--- src/rtl/decode_issue.sv ---
// Registered decode/issue stage: prioritised forwarding, load-use scoreboard, branch redirect; 1 cycle accept->issue.
// Output register holds while !out_ready; in_ready drops on hazard or flush. DECODE_STATS_EN builds the stat counters.
module decode_issue #(
    parameter int XLEN     = 64,
    parameter int NFWD     = 3,
    parameter int LOAD_LAT = 1
) (
    input  logic                 clk,
    input  logic                 reset,
    input  logic                 in_valid,
    output logic                 in_ready,
    input  logic [XLEN-1:0]      in_pc,
    input  logic [4:0]           in_ra1,
    input  logic [4:0]           in_ra2,
    input  logic [4:0]           in_rd,
    input  logic                 in_regwrite,
    input  logic                 in_memread,
    input  logic                 in_branch,
    input  logic [1:0]           in_brop,
    input  logic [XLEN-1:0]      in_target,
    input  logic [XLEN-1:0]      rd1,
    input  logic [XLEN-1:0]      rd2,
    input  logic [NFWD-1:0]      fwd_valid,
    input  logic [5*NFWD-1:0]    fwd_wa,
    input  logic [XLEN*NFWD-1:0] fwd_data,
    input  logic                 flush,
    output logic                 out_valid,
    input  logic                 out_ready,
    output logic [XLEN-1:0]      out_pc,
    output logic [XLEN-1:0]      out_srca,
    output logic [XLEN-1:0]      out_srcb,
    output logic [4:0]           out_rd,
    output logic                 out_regwrite,
    output logic                 out_memread,
    output logic                 redirect,
    output logic [XLEN-1:0]      redirect_pc,
    output logic [31:0]          stat_issued,
    output logic [31:0]          stat_stalls
);
    localparam int SBW = (LOAD_LAT > 0) ? $clog2(LOAD_LAT + 1) : 1;

    logic            out_valid_q, out_regwrite_q, out_memread_q, redirect_q;
    logic [XLEN-1:0] out_pc_q, out_srca_q, out_srcb_q, redirect_pc_q;
    logic [4:0]      out_rd_q;
    logic [SBW-1:0]  sb_q [32];
    logic [SBW-1:0]  sb_d [32];
    logic [XLEN-1:0] opa, opb;
    logic            hz, taken, accept, depart;

    // Lowest-index matching channel wins, so scan from the highest index down and let lower ones overwrite.
    function automatic logic [XLEN-1:0] resolve(input logic [4:0] a, input logic [XLEN-1:0] rf,
                                                input logic [NFWD-1:0] v, input logic [5*NFWD-1:0] wa,
                                                input logic [XLEN*NFWD-1:0] d);
        logic [XLEN-1:0] r;
        r = rf;
        for (int i = NFWD - 1; i >= 0; i--) begin
            if (v[i] && wa[5*i +: 5] == a) r = d[XLEN*i +: XLEN];
        end
        if (a == 5'd0) r = '0;
        return r;
    endfunction

    assign opa = resolve(in_ra1, rd1, fwd_valid, fwd_wa, fwd_data);
    assign opb = resolve(in_ra2, rd2, fwd_valid, fwd_wa, fwd_data);

    always_comb begin
        hz = 1'b0;
        if (out_valid_q && out_memread_q && out_regwrite_q && out_rd_q != 5'd0 &&
            ((in_ra1 != 5'd0 && in_ra1 == out_rd_q) || (in_ra2 != 5'd0 && in_ra2 == out_rd_q)))
            hz = 1'b1;
        if (in_ra1 != 5'd0 && sb_q[in_ra1] != '0) hz = 1'b1;
        if (in_ra2 != 5'd0 && sb_q[in_ra2] != '0) hz = 1'b1;
    end

    assign in_ready = !hz && (!out_valid_q || out_ready) && !flush;
    assign accept   = in_valid && in_ready;
    assign depart   = out_valid_q && out_ready;

    always_comb begin
        case (in_brop)
            2'b00:   taken = 1'b1;
            2'b01:   taken = (opa == opb);
            2'b10:   taken = (opa != opb);
            default: taken = ($signed(opa) < $signed(opb));
        endcase
    end

    // A departing load re-arms its destination; LOAD_LAT=0 arms with zero, leaving only the held-load check.
    always_comb begin
        for (int r = 0; r < 32; r++) begin
            sb_d[r] = sb_q[r];
            if (r != 0) begin
                if (depart && out_memread_q && out_rd_q == 5'(r)) sb_d[r] = SBW'(LOAD_LAT);
                else if (sb_q[r] != '0)                            sb_d[r] = sb_q[r] - SBW'(1);
            end
        end
    end

    always_ff @(posedge clk or negedge reset) begin
        if (!reset) begin
            out_valid_q    <= 1'b0;
            out_pc_q       <= '0;
            out_srca_q     <= '0;
            out_srcb_q     <= '0;
            out_rd_q       <= '0;
            out_regwrite_q <= 1'b0;
            out_memread_q  <= 1'b0;
            redirect_q     <= 1'b0;
            redirect_pc_q  <= '0;
            for (int r = 0; r < 32; r++) sb_q[r] <= '0;
        end else begin
            if (flush) begin
                out_valid_q <= 1'b0;
            end else if (accept) begin
                out_valid_q    <= 1'b1;
                out_pc_q       <= in_pc;
                out_srca_q     <= opa;
                out_srcb_q     <= opb;
                out_rd_q       <= in_rd;
                out_regwrite_q <= in_regwrite;
                out_memread_q  <= in_memread;
            end else if (out_ready) begin
                out_valid_q <= 1'b0;
            end
            redirect_q <= accept && in_branch && taken;
            if (accept && in_branch && taken) redirect_pc_q <= in_target;
            sb_q <= sb_d;
        end
    end

    assign out_valid    = out_valid_q;
    assign out_pc       = out_pc_q;
    assign out_srca     = out_srca_q;
    assign out_srcb     = out_srcb_q;
    assign out_rd       = out_rd_q;
    assign out_regwrite = out_regwrite_q;
    assign out_memread  = out_memread_q;
    assign redirect     = redirect_q;
    assign redirect_pc  = redirect_pc_q;

`ifdef DECODE_STATS_EN
    logic [31:0] issued_q, stalls_q;

    always_ff @(posedge clk or negedge reset) begin
        if (!reset) begin
            issued_q <= '0;
            stalls_q <= '0;
        end else begin
            if (accept && issued_q != 32'hFFFF_FFFF)                 issued_q <= issued_q + 32'd1;
            if (in_valid && !in_ready && stalls_q != 32'hFFFF_FFFF) stalls_q <= stalls_q + 32'd1;
        end
    end

    assign stat_issued = issued_q;
    assign stat_stalls = stalls_q;
`else
    assign stat_issued = '0;
    assign stat_stalls = '0;
`endif
endmodule

--- config.mk ---
export PLATFORM = sky130hd
export DESIGN_NAME = decode_issue
export DESIGN_NICKNAME = d
export VERILOG_FILES = /design/src/rtl/decode_issue.sv
export SDC_FILE = /design/constraint.sdc
export NUM_CORES = 1
export LEC_CHECK = 0
export BUFFER_PORTS_ARGS = -buffer_cell sky130_fd_sc_hd__buf_4
export CORE_AREA = 3 3 314 316
export DETAILED_ROUTE_END_ITERATION = 10
export DIE_AREA = 0 0 317 319
export PLACE_DENSITY = 0.38
export SLEW_MARGIN = 10
export SYNTH_ARGS = -nofsm -noshare
export SYNTH_HDL_FRONTEND = slang
export SYNTH_SLANG_ARGS = --single-unit
--- constraint.sdc ---
create_clock -name clk -period 3.2 [get_ports clk]
set_input_delay 0.64 -clock clk [delete_from_list [all_inputs] [get_ports clk]]
set_output_delay 0.64 -clock clk [all_outputs]
set_load 0.005 [all_outputs]
# Word-level counts from Yosys, hierarchy flattened
# Index checks and enable logic that the tools add are counted.
# word_totals
ff_bits	296
inputBits	491
out_inout_bits	330
word_cells	268
# classes
addsub	31
order_cmp	3
n_eq_ne	43
mux	83
n_bitwise	3
reduce_logical	65
# op_table
operator	n
$mux 64	8
$eq 5x5->1 const B	16
$mux 1	72
$eq 64x64->1	1
$lt 64x64->1	1
$ne 64x64->1	1
$logic_and 1x1->1	52
$eq 5x4->1 const B	8
$eq 5x5->1	8
$sub 1x1->1 const B	31
$eq 5x3->1 const B	4
$reduce_bool 5->1	3
$ge 6x6->1 const B	2
$not 5->6	2
$bmux 1 s5	2
$eq 5x2->1 const B	2
$logic_not 5->1	2
$eq 5x1->1 const B	1
$logic_not 1->1	3
$pmux 1 s3	1
$reduce_bool 3->1	1
$eq 2x1->1 const B	1
$eq 2x2->1 const B	1
$logic_not 2->1	1
3 further kinds	4

# Logic depth before layout (Yosys ltp)
# Gate-level depths: netlist of run 1.
# depth
ltp_word	13
ltp_mapped	21
depth_no_buf	16

# Worst setup path after synthesis of run 1
# OpenSTA, ideal clock, no wires.
# synth_timing
kind	input port to flip-flop
start	input port in_ra2[1]
end	register redirect_pc_q[0] (netlist: redirect_pc[0])
setup_ns	0.125
arrival_ns	5.003
required_ns	3.075
slack_ns	-1.928
stages	21
n_path_buf	6
path_cell_list	clkbuf_1 -> buf_2 -> xor2_1 -> nor4_1 -> and3_1 -> clkbuf_1 -> buf_2 -> mux2i_1 -> a211oi_1 -> a21oi_1 -> ha_1 -> a21oi_1 -> nand2_1 -> a221o_1 -> or3_1 -> a211o_1 -> o21ai_0 -> and4_1 -> buf_4 -> buf_4 -> mux2_2
# synth_via
elab_chain_cells	13
# synth_lines
item	line_no	text
start: declaration	14	input logic [4:0] in_ra2,
branches (longest 12 deep; another with $lt 64x64->1)	n/a	
$logic_and 1x1->1 *	126	if (accept && in_branch && taken) redirect_pc_q <= in_target;
end signal: assignment	126	
end: declaration	43	logic [XLEN-1:0] out_pc_q, out_srca_q, out_srcb_q, redirect_pc_q;
# Mark *: on every way between the ends. The select of a mux whose other input is x is not followed.
# A chain may end at the register's enable or synchronous reset.

# Worst setup path after layout of run 1
# layout_timing
start	input port in_ra1[1]
end	register redirect_pc_q[57] (netlist: redirect_pc[57])
# layout_rtl
item	line_no	text
start: declaration	13	input logic [4:0] in_ra1,
$eq 5x5->1	57	if (v[i] && wa[5*i +: 5] == a) r = d[XLEN*i +: XLEN];
$logic_and 1x1->1	57	
$mux 64 (3 in series)	57	
$mux 64 *	59	if (a == 5'd0) r = '0;
named net opa[6]	47	logic [XLEN-1:0] opa, opb;
$lt 64x64->1 (tied with other cells)	84	default: taken = ($signed(opa) < $signed(opb));
$pmux 1 s3 *	80	case (in_brop)
$logic_and 1x1->1 *	126	
# The timed path passes the listed nets; every way through them passes the cells marked *. The select of a mux whose other input is x is not followed.

==> results by group, run 1 <==
Global routing
  • Overflow after GRT: 0
  • GRT Overall Usage: 0.174
  • GRT met3 Usage: 0.0483
  • Number of global-route vias before repair: 18400
  • Largest net degree at the start of global routing: 89
  • Initial antenna violation count: 13
  • Met1 GRT Util: 0.208
  • First-pass GRT wire length: 129 mm
  • GR Layer Usage met2: 0.304
  • GRT busiest layer: met2

Finish
  • Area grow syn2layout: 68.3%
  • Layout cell share with drive strength beyond 1: 0.543
  • Most frequent cells in the layout: buf_4, dfrtp_1, mux2_4, nor2_1, a21oi_1
  • Final Core Density: 0.312
  • Final nets: 3256
  • Commonest non-fill, non-tap cell in the layout: buf_4

Yosys
  • Ys async rst share: 1.00
  • Post-Syn Instances: 1650
  • Adder-cell share of the synthesized area: 0.0448
  • Top-area cell type share of the netlist area: 0.414
  • Most area-hungry cell type in the Yosys netlist: dfrtp_1
  • Post-Synth Simple-Gate Area: 0.0800
  • Register area share after synthesis: 0.414
  • Syn avg cell area: 10.8 um2
  • Cell Area, Synth: 17900 um2
  • Synth Area in Compound Gates: 0.132
  • Post-synth EDFFs: 0
  • Commonest register cell after synthesis: dfrtp_1
  • YS warnings: 0
  • Post-synthesis register bit count: 296
  • Area contributors post-synth: dfrtp_1, mux2_4, mux2i_1, mux2_2, ha_1
  • Largest family of logic cells by synthesized area: multiplexers
  • XOR/XNOR share of the synthesized area: 0.0196
  • Netlist cell types: 49
  • Multiplexer share of the synthesized area: 0.245

STA
  • Worst-margin pin slew: 0.834 ns
  • Slew headroom: 0.444
  • Final Hold Fails: 0
  • Finish-stage setup viols: 66
  • Tmin final: 4.61 ns
  • Fin Setup TNS: -87.73 ns
  • Max Clock Skew: 0.0268 ns
  • Fmax: 0.217 GHz
  • Tcrit/Tclk final: 1.44
  • RSZ-0062 raised after global routing: yes
  • Final setup margin: -1.41 ns
  • Max-slew violations: 0

Critical path
  • Worst Reg-to-Reg Cells: 11
  • Slowest-stage cell, CP: or3_4
  • Worst-path cell chain: buf_8 -> xor2_2 -> nor4_2 -> and3_4 -> buf_12 -> buf_12 -> buf_8 -> mux2i_1 -> a21oi_1 -> a22o_1 -> ha_1 -> nand2_1 -> o21ai_2 -> a221o_1 -> or3_4 -> a211o_1 -> o21ai_2 -> and4_4 -> buf_12 -> clkbuf_16 -> mux2_4
  • Worst-path fanout max: 8
  • WP buf/inv: 6
  • Reg-to-reg startpoint: sb_q[16]
  • Critical path required time: 3.66 ns
  • Crit path top cell by count: buf_12
  • Crit path largest cell delay: 0.42 ns
  • Crit path max-delay family: simple AND/OR/NAND/NOR gates
  • WP depth: 21
  • Worst Setup SP: in_ra1[1]
  • CP Data Arrival Time: 5.07 ns
  • WS Path Type: in2reg
  • CP Launch Type: primary input
  • Setup crit end kind: flip-flop

Clock network
  • CTS Buf Count: 41
  • Clock-pin slew on the worst setup and hold paths: 0.06 ns
  • Max clock buf depth: 3
  • Worst-Skew Late Latency: 0.59 ns
  • Clk root buf: clkbuf_16
  • TritonCTS clock tree: built
  • CTS Sinks: 296
  • H-tree lvl count: 2

Status
  • Outcome: finished, violations left
  • Failing checks: setup timing

Floorplan
  • Die Span Y: 319 um
  • Starting density of the core: 0.186
  • # rows: 114
  • # IOs: 821
  • Die X: 317 um
  • Core area: 96300 um2
  • DIE AREA: 101000 um2

Drt
  • DRC Markers: 0
  • Avg Vias per Cell: 4.26
  • Drt total wl: 93.4 mm
  • First-pass DRT Iterations: 5
  • ANT nets after route: 0
  • Vias: 17100
  • Wire per inst: 23.3 um
  • DRT iter0 DRCs: 860

Power and ir drop
  • P_sw: 4.54 mW
  • Seq pwr share: 0.341
  • P per Cell Area: 501 nW/um2
  • Worst vdd rail ir drop: 0.405 mV
  • Combinational share of power: 0.340
  • Total Power: 15.1 mW
  • Clock group share of total power: 0.319
  • Leakage: 14.6 nW
  • Sw frac: 0.301
  • Cell Int Power: 10.5 mW

Min path
  • Hold WC Path Type: in2async

Run
  • Max Cap Violations: 0

Place
  • Post-DP HPWL: 74.7 mm
  • IO buf count: 756
  • RD Place Congestion: 0.853
## through the flow
stage / hold slack, ns / cells / setup slack, ns / instance area, um2
6_report: 0.104 / 4013 / -1.41 / 30100
5_1_grt: 0.131 / 4008 / -1.55 / 30100
3_3_place_gp: 0.472 / 3866 / -2.65 / 27200
2_1_floorplan: 0.344 / 1713 / -1.23 / 18300
3_5_place_dp: 0.477 / 3866 / -2.50 / 27200
4_1_cts: 0.107 / 3976 / -1.39 / 29400
## worst register-to-register path: cells and delay by family, from the launching register on
kind | cells | cell delay [ns]
AO/OA/AOI/OAI | 1 | 0.12
buffers and inverters | 4 | 0.63
flip-flops | 1 | 0.37
multiplexers | 3 | 1.27
AND/OR/NAND/NOR | 3 | 0.61
## layout make-up
type	count	area, um2
Inverter	7	26.3
Sequential cell	296	7410
Clock buffer	53	1170
Clock inverter	18	226
Timing Repair Buffer	1126	9300
Tap cell	1276	1600
Antenna cell	8	20.0
Multi-Input combinational cell	1229	10300
Fill cell	10100	66200
## cell families after synthesis
family / after synthesis
other cells: 1
simple gates: 332
mux: 348
xor+xnor: 40
fa+ha+maj: 64
buf+inv: 188
compound gates: 381
flops: 296
## final timing paths
| path | slack (ns) | endpoint |
|---|---|---|
| setup / recovery | -1.41 | redirect_pc[57] |
| hold / removal | 0.10 | sb_q[20] |
| setup reg to reg | 0.09 | redirect_pc[57] |
| hold reg to reg | 0.49 | out_srca[0] |
| max in group asynchronous | 2.18 | out_srcb[34] |
| min in group clk | 0.26 | out_valid |
## synth_stat cells, types with 4 or more instances
| cell type | instances |
|---|---|
| mux2_4 | 120 |
| mux2_2 | 76 |
| a211oi_1 | 64 |
| nand4_1 | 17 |
| or4_1 | 4 |
| dfrtp_1 | 296 |
| mux2i_1 | 131 |
| nand3_1 | 16 |
| or3_1 | 8 |
| nor2_1 | 166 |
| clkbuf_1 | 69 |
| nor4_1 | 10 |
| mux4_2 | 16 |
| o21ai_1 | 62 |
| buf_4 | 70 |
| inv_1 | 7 |
| a221oi_1 | 4 |
| mux2_1 | 5 |
| buf_6 | 18 |
| nand2_1 | 89 |
| o21ai_0 | 17 |
| a21oi_1 | 155 |
| xor2_1 | 28 |
| buf_2 | 22 |
| xnor2_1 | 12 |
| nor3_1 | 7 |
| nand2b_1 | 5 |
| ha_1 | 64 |
| a22o_1 | 63 |
## registers in the layout, indices dropped and copies added, names as in the netlist
signal and flops:
out_regwrite 1, redirect_pc 64, out_pc 64, out_srca 64
out_memread 1, sb_q 31, out_srcb 64, out_valid 1
out_rd 5, redirect 1
## power by group through the flow
stage	sequential [mW]	combinational, mW	clock (mW)
finish	5.14	5.12	4.80
global route	5.24	5.50	5.14
floorplan	5.13	1.79	0
detailed placement	5.17	4.88	0
CTS	5.14	5.10	5.00
global placement	5.17	4.86	0
## timing repair
| item | CTS | global route |
|---|---|---|
| gates resized for setup | 114 | 78 |
| hold buffers | 0 | 0 |
| gates cloned | 2 | 4 |
| pin swaps | 22 | 38 |
| buffers inserted | 37 | 29 |
| setup endpoints to repair | 66 | 66 |
## metal layers
metal | share of wire | vias up
li1 | - | 7990
met1 | 0.41 | 8314
met2 | 0.49 | 665
met3 | 0.077 | 99
met4 | 0.025 | 8
met5 | 0.00051 | -
(Power assumes the default switching activity.)
==> inputs of run 2 (changes only) <==
--- a/config.mk
+++ b/config.mk
@@ -5,10 +5,11 @@
 export SDC_FILE = /design/constraint.sdc
 export NUM_CORES = 1
 export LEC_CHECK = 0
+export ABC_AREA = 1
 export BUFFER_PORTS_ARGS = -buffer_cell sky130_fd_sc_hd__buf_4
-export CORE_AREA = 3 3 314 316
+export CORE_AREA = 3 3 323 325
 export DETAILED_ROUTE_END_ITERATION = 10
-export DIE_AREA = 0 0 317 319
+export DIE_AREA = 0 0 326 328
 export PLACE_DENSITY = 0.38
 export SLEW_MARGIN = 10
 export SYNTH_ARGS = -nofsm -noshare
==> run 2 against run 1 <==
  * The flow still finishes with violations (setup timing)
  * Wire length grew 19%
  * Register-to-register slack gained 0.54 ns
  * Total power grew 4.9%
  * Worst setup slack gained 0.76 ns
  * Synthesized cell count grew 70%
  * Global-route usage grew 2.6 points
  * First-iteration DRC count grew 64%
  * Maximum frequency grew 20%
  * Flip-flop and latch count is the same
  * Worst hold slack gained 0.16 ns
==> results by group, run 2 <==
Global routing
  • Initial antenna violation count: 19 (was 13)
  • First-pass GRT wire length: 159 mm (was 129 mm)
  • Largest net degree at the start of global routing: 149 (was 89)
  • Overflow after GRT: 0 (unchanged)
  • Number of global-route vias before repair: 22500 (was 18400)
  • GRT Overall Usage: 0.201 (was 0.174)

Floorplan
  • # IOs: 821 (unchanged)
  • Die X: 326 um (was 317 um)
  • Die Span Y: 328 um (was 319 um)
  • # rows: 117 (was 114)
  • Starting density of the core: 0.189 (was 0.186)
  • Core area: 102000 um2 (was 96300 um2)
  • DIE AREA: 107000 um2 (was 101000 um2)

Drt
  • ANT nets after route: 0 (unchanged)
  • DRT iter0 DRCs: 1413 (was 860)
  • Vias: 22300 (was 17100)
  • Drt total wl: 112 mm (was 93.4 mm)
  • Avg Vias per Cell: 4.28 (was 4.26)
  • Wire per inst: 21.4 um (was 23.3 um)
  • First-pass DRT Iterations: 5 (unchanged)
  • DRC Markers: 0 (unchanged)

Finish
  • Final nets: 4358 (was 3256)
  • Number of fillers in the final layout: 11200 (was 10100)
  • Layout cell share with drive strength beyond 1: 0.363 (was 0.543)
  • Commonest non-fill, non-tap cell in the layout: buf_4 (unchanged)
  • Final Core Density: 0.313 (was 0.312)
  • Most frequent cells in the layout: buf_4, nand2_1, inv_1, dfrtp_1, nand3_1 (was buf_4, dfrtp_1, mux2_4, nor2_1, a21oi_1)
  • Area grow syn2layout: 65.4% (was 68.3%)

Critical path
  • Crit path largest cell delay: 0.30 ns (was 0.42 ns)
  • CP Launch Type: primary input (unchanged)
  • Critical path required time: 3.66 ns (about the same)
  • Worst Reg-to-Reg Cells: 12 (was 11)
  • Worst-path fanout max: 11 (was 8)
  • Slowest-stage cell, CP: ha_4 (was or3_4)
  • WS Path Type: in2reg (unchanged)
  • CP Data Arrival Time: 4.31 ns (was 5.07 ns)
  • Reg2Reg Capture Point: redirect_pc[47] (was redirect_pc[57])
  • Crit path top cell by count: buf_6 (was buf_12)
  • Reg-to-reg startpoint: out_rd[3] (was sb_q[16])
  • Setup crit end kind: flip-flop (unchanged)
  • Worst reg2reg setup slack: 0.63 ns (was 0.09 ns)

Min path
  • Min-delay src: flush
  • Hold path cells: 2
  • Hold Path End: out_valid
  • Hold WC Path Type: in2reg (was in2async)

STA
  • RSZ-0062 raised after global routing: yes (unchanged)
  • Max-slew violations: 0 (unchanged)
  • Final Hold Fails: 0 (unchanged)
  • Fmax: 0.260 GHz (was 0.217 GHz)
  • Final setup margin: -0.647 ns (was -1.41 ns)
  • Tmin final: 3.85 ns (was 4.61 ns)
  • Slew headroom: 0.559 (was 0.444)
  • Worst-margin pin slew: 0.661 ns (was 0.834 ns)
  • Max Clock Skew: 0.0195 ns (was 0.0268 ns)
  • Tcrit/Tclk final: 1.20 (was 1.44)
  • Finish-stage setup viols: 65 (was 66)

Yosys
  • Cell Area, Synth: 19300 um2 (was 17900 um2)
  • Post-Syn Instances: 2800 (was 1650)
  • Area contributors post-synth: dfrtp_1, nand2_1, inv_1, nand3_1, o211ai_1 (was dfrtp_1, mux2_4, mux2i_1, mux2_2, ha_1)
  • Most area-hungry cell type in the Yosys netlist: dfrtp_1 (unchanged)
  • Post-synthesis register bit count: 296 (unchanged)
  • Netlist cell types: 38 (was 49)
  • YS warnings: 0 (unchanged)
  • Post-synth EDFFs: 0 (unchanged)
  • Top-area cell type share of the netlist area: 0.384 (was 0.414)
  • Register area share after synthesis: 0.384 (was 0.414)
  • Syn avg cell area: 6.88 um2 (was 10.8 um2)
  • Ys async rst share: 1.00 (unchanged)
  • Synth top cells by count: nand2_1, inv_1, dfrtp_1 (was dfrtp_1, nor2_1, a21oi_1)
  • Most instantiated library cell after synthesis: nand2_1 (was dfrtp_1)
  • Commonest register cell after synthesis: dfrtp_1 (unchanged)

Place
  • IO buf count: 756 (unchanged)
  • Post-DP HPWL: 87.2 mm (was 74.7 mm)
  • RD Place Congestion: 0.848 (was 0.853)

Clock network
  • CTS Buf Count: 44 (was 41)
  • TritonCTS clock tree: built (unchanged)
  • Clock-pin slew on the worst setup and hold paths: 0.06 ns (about the same)
  • H-tree lvl count: 2 (unchanged)
  • Worst-Skew Late Latency: 0.59 ns (about the same)
  • Clk root buf: clkbuf_16 (unchanged)
  • Max clock buf depth: 3 (unchanged)
  • CTS Sinks: 296 (unchanged)

Run
  • Max Cap Violations: 0 (unchanged)

Power and ir drop
  • Leakage: 17.2 nW (was 14.6 nW)
  • Total Power: 15.8 mW (was 15.1 mW)
  • P per Cell Area: 496 nW/um2 (was 501 nW/um2)
  • Worst vdd rail ir drop: 0.339 mV (was 0.405 mV)

Status
  • Failing checks: setup timing (unchanged)
  • Outcome: finished, violations left (unchanged)
==> run 2: cell types whose count changed after synthesis, sizes merged, moves of 31 or more <==
cell / delta
mux2: -201
nor2: -73
mux2i: -131
inv: +393
o21ai: +123
clkbuf: +31
a211oi: -62
nand3: +244
nand2: +813
a22o: -63
o211ai: +125
==> run 2: what timing repair did <==
item / CTS / global route
setup endpoints to repair: 65 / 65
buffers inserted: 39 / 14
pin swaps: 20 / 71
hold buffers: 1 / 0
gates cloned: 16 / 2
gates resized for setup: 138 / 109
hold endpoints to repair: 43 / 0
==> run 2: worst max path at each step <==
| stage | from | endpoint | cells past startpoint |
|---|---|---|---|
| floorplan | in_ra1[1] | redirect_pc[16] | 29 |
| finish | in_ra2[4] | redirect_pc[47] | 29 |
| detailed placement | fwd_wa[8] | redirect_pc[23] | 27 |
| CTS | fwd_wa[13] | redirect_pc[41] | 28 |
| global route | fwd_wa[13] | redirect_pc[41] | 31 |
| global placement | in_ra2[3] | redirect_pc[12] | 26 |
==> run 2: logic make-up after synthesis <==
family                     share of synthesized area
other                                       0.000195
and+or+nand+nor                                0.266
adders and majority gates                     0.0416
AOI/OAI and AO/OA                              0.155
buffers and inverters                          0.146
xor gates and xnor gates                     0.00636
DFF                                            0.384
==> run 2: layout make-up <==
| cell class | count | area [um2] | share of cell area |
|---|---|---|---|
| Antenna cell | 10 | 25.0 | 0.000785 |
| Inverter | 401 | 1550 | 0.0487 |
| Timing Repair Buffer | 1134 | 9570 | 0.300 |
| Sequential cell | 296 | 7410 | 0.232 |
| Clock inverter | 16 | 168 | 0.00526 |
| Clock buffer | 57 | 1200 | 0.0377 |
| Multi-Input combinational cell | 1926 | 10200 | 0.321 |
| Tap cell | 1368 | 1710 | 0.0537 |
==> run 2: power breakdown <==
| part | switching, mW | internal (mW) | total (mW) |
|---|---|---|---|
| sequential | 0.701 | 4.72 | 5.42 |
| clock | 1.94 | 2.86 | 4.80 |
| combinational | 2.71 | 2.87 | 5.57 |
| total | 5.35 | 10.5 | 15.8 |
==> run 2: through the flow <==
step	setup slack (ns)	std cells	hold WS [ns]	area, um2	setup TNS, ns
floorplan	-0.424	2863	0.344	19700	-26.28
global placement	-1.39	5056	0.457	28500	-88.78
detailed placement	-1.40	5056	0.460	28500	-88.93
CTS	-0.476	5185	0.207	31300	-28.64
global route	-0.819	5206	0.233	31900	-50.70
finish	-0.647	5208	0.263	31900	-40.13
==> run 2: worst max-delay path: cells and delay by family <==
family / cells / cell delay, ns
AOI/OAI and AO/OA: 4 / 0.32
adders and majority gates: 1 / 0.30
buffers and inverters: 10 / 1.50
and+or+nand+nor: 14 / 1.50
==> run 2: layer usage <==
layer	vias up	wire length, um	global-route usage
met3	124	7510	0.0488
li1	10900	-	-
met5	-	64	0
met2	764	54200	0.342
met1	10500	46700	0.249
met4	8	3050	0.0632
